## src/rtl/mem_stage_lsu.sv

```systemverilog
// Memory-access pipeline stage: holds one instruction from execute, issues at most one
// load/store on the valid/ready data bus, and hands the aligned/extended result to writeback.
module mem_stage_lsu #(
    parameter int WIDTH    = 64,
    parameter int GPR_SIZE = 5
) (
    input  logic                clk,
    input  logic                rst,
    input  logic                regE_to_regM_valid,
    output logic                regM_allow_in,
    input  logic                in_is_load,
    input  logic                in_is_store,
    input  logic [1:0]          in_size,
    input  logic                in_unsigned,
    input  logic [WIDTH-1:0]    in_addr,
    input  logic [WIDTH-1:0]    in_wdata,
    input  logic [WIDTH-1:0]    in_alu_result,
    input  logic [GPR_SIZE-1:0] in_rd,
    input  logic                regW_allow_in,
    output logic                regM_to_regW_valid,
    output logic [GPR_SIZE-1:0] out_rd,
    output logic [WIDTH-1:0]    out_wb_data,
    output logic                out_misalign,
    output logic                mem_req_valid,
    input  logic                mem_req_ready,
    output logic                mem_req_we,
    output logic [WIDTH-1:0]    mem_req_addr,
    output logic [WIDTH-1:0]    mem_req_wdata,
    output logic [7:0]          mem_req_wstrb,
    input  logic                mem_resp_valid,
    input  logic [WIDTH-1:0]    mem_resp_rdata
);

    typedef enum logic [1:0] {S_IDLE, S_REQ, S_WAIT, S_DONE} state_t;

    state_t              state_q, state_d;
    logic                valid_q;
    logic                ready_go, accept, is_mem_in, misalign_in, capture;
    logic [1:0]          size_q;
    logic                unsigned_q, load_q, we_q, mis_q;
    logic [2:0]          off_q;
    logic [WIDTH-1:0]    addr_q, wdata_q, wb_q;
    logic [7:0]          wstrb_q, mask_in;
    logic [GPR_SIZE-1:0] rd_q;
    logic [WIDTH-1:0]    wdata_rep, shifted, load_ext;

    assign is_mem_in = in_is_load | in_is_store;
    assign accept    = regE_to_regM_valid & regM_allow_in;
    assign capture   = mem_resp_valid &
                       (((state_q == S_REQ) && mem_req_ready) || (state_q == S_WAIT));

    always_comb begin
        misalign_in = 1'b0;
        mask_in     = 8'h01;
        wdata_rep   = in_wdata;
        case (in_size)
            2'd0: begin
                mask_in   = 8'h01;
                wdata_rep = {(WIDTH/8){in_wdata[7:0]}};
            end
            2'd1: begin
                misalign_in = in_addr[0];
                mask_in     = 8'h03;
                wdata_rep   = {(WIDTH/16){in_wdata[15:0]}};
            end
            2'd2: begin
                misalign_in = |in_addr[1:0];
                mask_in     = 8'h0F;
                wdata_rep   = {(WIDTH/32){in_wdata[31:0]}};
            end
            default: begin
                misalign_in = |in_addr[2:0];
                mask_in     = 8'hFF;
                wdata_rep   = in_wdata;
            end
        endcase
    end

    // Response word is shifted so the addressed byte lands in lane 0, then extended.
    always_comb begin
        shifted  = mem_resp_rdata >> {off_q, 3'b000};
        load_ext = shifted;
        case (size_q)
            2'd0: load_ext = {{(WIDTH-8){~unsigned_q & shifted[7]}}, shifted[7:0]};
            2'd1: load_ext = {{(WIDTH-16){~unsigned_q & shifted[15]}}, shifted[15:0]};
            2'd2: load_ext = {{(WIDTH-32){~unsigned_q & shifted[31]}}, shifted[31:0]};
            default: load_ext = shifted;
        endcase
    end

    always_ff @(posedge clk or posedge rst) begin
        if (rst) state_q <= S_IDLE;
        else     state_q <= state_d;
    end

    always_comb begin
        state_d = state_q;
        case (state_q)
            S_IDLE, S_DONE: begin
                if (regM_allow_in)
                    state_d = (accept && is_mem_in && !misalign_in) ? S_REQ : S_IDLE;
            end
            S_REQ: begin
                if (mem_req_ready) state_d = mem_resp_valid ? S_DONE : S_WAIT;
            end
            S_WAIT: begin
                if (mem_resp_valid) state_d = S_DONE;
            end
            default: state_d = S_IDLE;
        endcase
    end

    always_comb begin
        ready_go           = (state_q == S_IDLE) || (state_q == S_DONE);
        regM_allow_in      = !valid_q || (ready_go && regW_allow_in);
        regM_to_regW_valid = valid_q && ready_go;
        mem_req_valid      = (state_q == S_REQ);
    end

    always_ff @(posedge clk or posedge rst) begin
        if (rst) begin
            valid_q    <= 1'b0;
            size_q     <= 2'd0;
            unsigned_q <= 1'b0;
            load_q     <= 1'b0;
            we_q       <= 1'b0;
            mis_q      <= 1'b0;
            off_q      <= 3'd0;
            addr_q     <= '0;
            wdata_q    <= '0;
            wstrb_q    <= 8'h00;
            rd_q       <= '0;
            wb_q       <= '0;
        end else begin
            if (regM_allow_in) valid_q <= regE_to_regM_valid;
            if (accept) begin
                size_q     <= in_size;
                unsigned_q <= in_unsigned;
                load_q     <= in_is_load;
                we_q       <= in_is_store;
                mis_q      <= is_mem_in & misalign_in;
                off_q      <= in_addr[2:0];
                addr_q     <= {in_addr[WIDTH-1:3], 3'b000};
                wdata_q    <= wdata_rep;
                wstrb_q    <= in_is_store ? 8'(mask_in << in_addr[2:0]) : 8'h00;
                rd_q       <= in_rd;
                wb_q       <= is_mem_in ? '0 : in_alu_result;
            end else if (capture) begin
                wb_q <= load_q ? load_ext : '0;
            end
        end
    end

    assign out_rd        = rd_q;
    assign out_wb_data   = wb_q;
    assign out_misalign  = mis_q;
    assign mem_req_we    = we_q;
    assign mem_req_addr  = addr_q;
    assign mem_req_wdata = wdata_q;
    assign mem_req_wstrb = wstrb_q;

endmodule

```

## config.mk

```make
export PLATFORM = sky130hd
export DESIGN_NAME = mem_stage_lsu
export DESIGN_NICKNAME = d
export VERILOG_FILES = /design/src/rtl/mem_stage_lsu.sv
export SDC_FILE = /design/constraint.sdc
export NUM_CORES = 1
export LEC_CHECK = 0
export CORE_AREA = 4 4 185 187
export CTS_CLUSTER_SIZE = 10
export DETAILED_ROUTE_END_ITERATION = 8
export DIE_AREA = 0 0 189 191
export HOLD_SLACK_MARGIN = 0.08
export PLACE_DENSITY_LB_ADDON = 0.08
export SETUP_SLACK_MARGIN = 0.2
export SYNTH_ARGS = -nofsm -noshare
export SYNTH_HDL_FRONTEND = slang
export SYNTH_SLANG_ARGS = --single-unit
```

## constraint.sdc

```tcl
create_clock -name clk -period 24.8 [get_ports clk]
set_input_delay 6.2 -clock clk [delete_from_list [all_inputs] [get_ports clk]]
set_output_delay 6.2 -clock clk [all_outputs]
set_load 0.05 [all_outputs]
```

==> results.ini <==
[run_status]
status=complete, no violations

[timing]
drv_slew=0
fin_crit_sh=0.5598
relSlewSlack=0.2909
max_freq_mhz=72.03
rsz0062_at_grt=no
min_period_ns=13.88
hold_viol_final=0
finClkSkew_ns=0.006169
fin_setup_tns_ns=0
tightest_slew_ns=1.064
finalSetupViolations=0

[final_layout]
syn2layout_area_growth_pct=52.23
drive_gt1_frac=0.05317
seq_area_um2=5360
final_common_cell=clkdlybuf4s50_1
mostFrequentLayoutCells=clkdlybuf4s50_1, nand2_1, dfrtp_1, nor2_1, mux2i_1
fin_nets=1931
multi_input_area_um2=5254
n_fill_cell=3039
final_cell_area_um2=16850

[min_path]
hold_path.startpoint=mem_req_addr[33]$_DFFE_PP0P_
hold_path.class=flop to flop

[worst_setup_path]
crit_path_end_kind=output pin
cp.arrival_ns=7.68
cp_max_fo=4
criticalPathCategory=input pin to output pin
cp-startpoint=regW_allow_in
rr_startpoint=state_q[1]$_DFFE_PP0P_
required_ns=18.60
rrSetupSlack_ns=21.28
cp-start-kind=input pin

[synthesis]
synth_area_leaders=dfrtp_1, nand2_1, mux2i_1
ys_ff_latch=214
synth_flop_cell=dfrtp_1
syn_area_per_cell_um2=8.939
synth_edf_count=0
synth.distinct_cells=52
syn_area_um2=11070
async_flop_share=1.000
ys_seq_area_frac=0.4839
synth_top_area_cell=dfrtp_1
synth_cells=1238
synth_top_area_frac=0.4839
yosysWarnings=0

[clock_network]
hold_buffers=0
path_clk_slew_ns=0.05
cts_tree=built
clk_latency_ns=0.53
htree_levels=1
clk_path_buf_depth=3
postCtsSetupBuffers=0
cts.repair.resized=0
cts_buffers=27
root_buffer=clkbuf_16
cts_sinks=214

[place]
postPlaceCellArea_um2=16060
place.gp.congestion=0.8684
port_buffers=478
dpl.hpwl_um=33050

[floorplanning]
die_w_um=189
io-pin-count=482
die_h_um=191
initial_utilization=0.3410
dieArea_um2=36100
core_um2=32450
fp-row-count=66

[drt]
wirelength_um=45820
wl_per_cell_um=21.63
dr.first_iter.drc_count=830
first_pass_iters=7
antenna_left=0
vias=10842
vias_per_cell=5.119
drc=0

[grt]
grt_usage=0.2421
gr-total-overflow=0
grt_pass1_wl_um=68380
grt_pass1_vias=10930
antenna_found_initial=5
grt_start_max_net_pins=140

[power]
peakVddDrop_mv=0.07600
powerDensity_nw_per_um2=148.3
p_leak_nw=7.335

[run]
max_cap_violations=0

## power by group
group / leakage (nW) / internal [W] / switching (W) / total, W
clock network: 0.378 / 0.000209 / 0.000152 / 0.000361
registers: 2.66 / 0.000510 / 0.000112 / 0.000622
logic: 4.29 / 0.000510 / 0.00101 / 0.00152
total: 7.33 / 0.00123 / 0.00127 / 0.00250
## cell usage after synthesis (2+ instances only)
cell	instances
nand2_1	396
dfrtp_1	214
nor2_1	83
mux2i_1	82
o21ai_0	79
clkbuf_1	58
o22ai_1	52
a21oi_1	50
o21ai_1	25
buf_2	19
mux4_2	17
a222oi_1	15
nor2b_1	13
buf_4	12
o22a_1	11
o31ai_1	10
inv_1	9
a31oi_1	8
buf_1	8
mux2_2	7
o211ai_1	7
o31ai_2	6
a211oi_1	5
a21o_1	5
a22oi_1	5
and2_1	4
nand2b_1	4
o2bb2ai_1	3
buf_6	2
ha_1	2
nor2_2	2
nor3_2	2
o21a_1	2
o41ai_1	2
or2_1	2
## flip-flops by register name, indices dropped and copies added, names as in the netlist
register and cells:
mem_req_wstrb 8, out_rd 5, mem_req_wdata 64, valid_q 1, size_q 2, unsigned_q 1
mem_req_we 1, load_q 1, out_wb_data 64, off_q 3, state_q 2, mem_req_addr 61
out_misalign 1
## metrics by stage
step	hold slack (ns)	cells	worst slack, ns	total power (W)	util
after floorplan	0.5049	1240	12.10	0.001622	-
after global placement	0.4563	2070	10.91	0.002135	0.4947
after detailed placement	0.4616	2070	10.91	0.002148	0.4947
after CTS	0.4757	2116	10.91	0.002520	0.5190
after global routing	0.4919	2118	10.88	0.002634	0.5191
final	0.4702	2118	10.92	0.002499	0.5191
## worst max-delay path: stages
cell and delay, ns:
clkdlybuf4s50_1 0.48, a21bo_2 0.19, clkdlybuf4s50_1 0.82
## area by class of cell
type / count / share of cell area
Clock buffer: 43 / 0.04545
Timing Repair Buffer: 487 / 0.2877
Tap cell: 442 / 0.03283
Inverter: 9 / 0.002451
Multi-Input combinational cell: 918 / 0.3118
Clock inverter: 3 / 0.001263
Antenna cell: 2 / 0.0002971
Sequential cell: 214 / 0.3182
## worst paths after layout
| path | to | depth (start not counted) |
|---|---|---|
| setup / recovery | regM_allow_in | 3 |
| hold / removal | mem_req_addr[33]$_DFFE_PP0P_ | 2 |
| setup reg to reg | out_wb_data[59]$_DFFE_PP0P_ | 8 |
| hold reg to reg | mem_req_addr[33]$_DFFE_PP0P_ | 2 |
| max in group asynchronous | out_rd[2]$_DFFE_PP0P_ | 3 |
| min in group asynchronous | mem_req_addr[9]$_DFFE_PP0P_ | 2 |
## metal layers
layer | vias up | part of all wire | GRT usage
met3 | 57 | 0.097 | 0.08364
met4 | 6 | 0.022 | 0.05942
li1 | 5114 | - | -
met1 | 5239 | 0.38 | 0.2876
met5 | - | 0.00089 | 0
met2 | 426 | 0.50 | 0.4226
## logic make-up (layout without fill, tap and decap cells)
| family | after synthesis | in the layout | synth area share |
|---|---|---|---|
| fa+ha+maj | 2 | 2 | 0.002261 |
| flops | 214 | 214 | 0.4839 |
| compound gates | 293 | 293 | 0.1685 |
| other cells | 1 | 5 | 0.0003388 |
| buf+inv | 108 | 542 | 0.04421 |
| xor+xnor | 1 | 1 | 0.0007916 |
| simple gates | 512 | 512 | 0.1821 |
| mux | 107 | 107 | 0.1179 |
No activity file was read; power rests on OpenSTA's default activity.
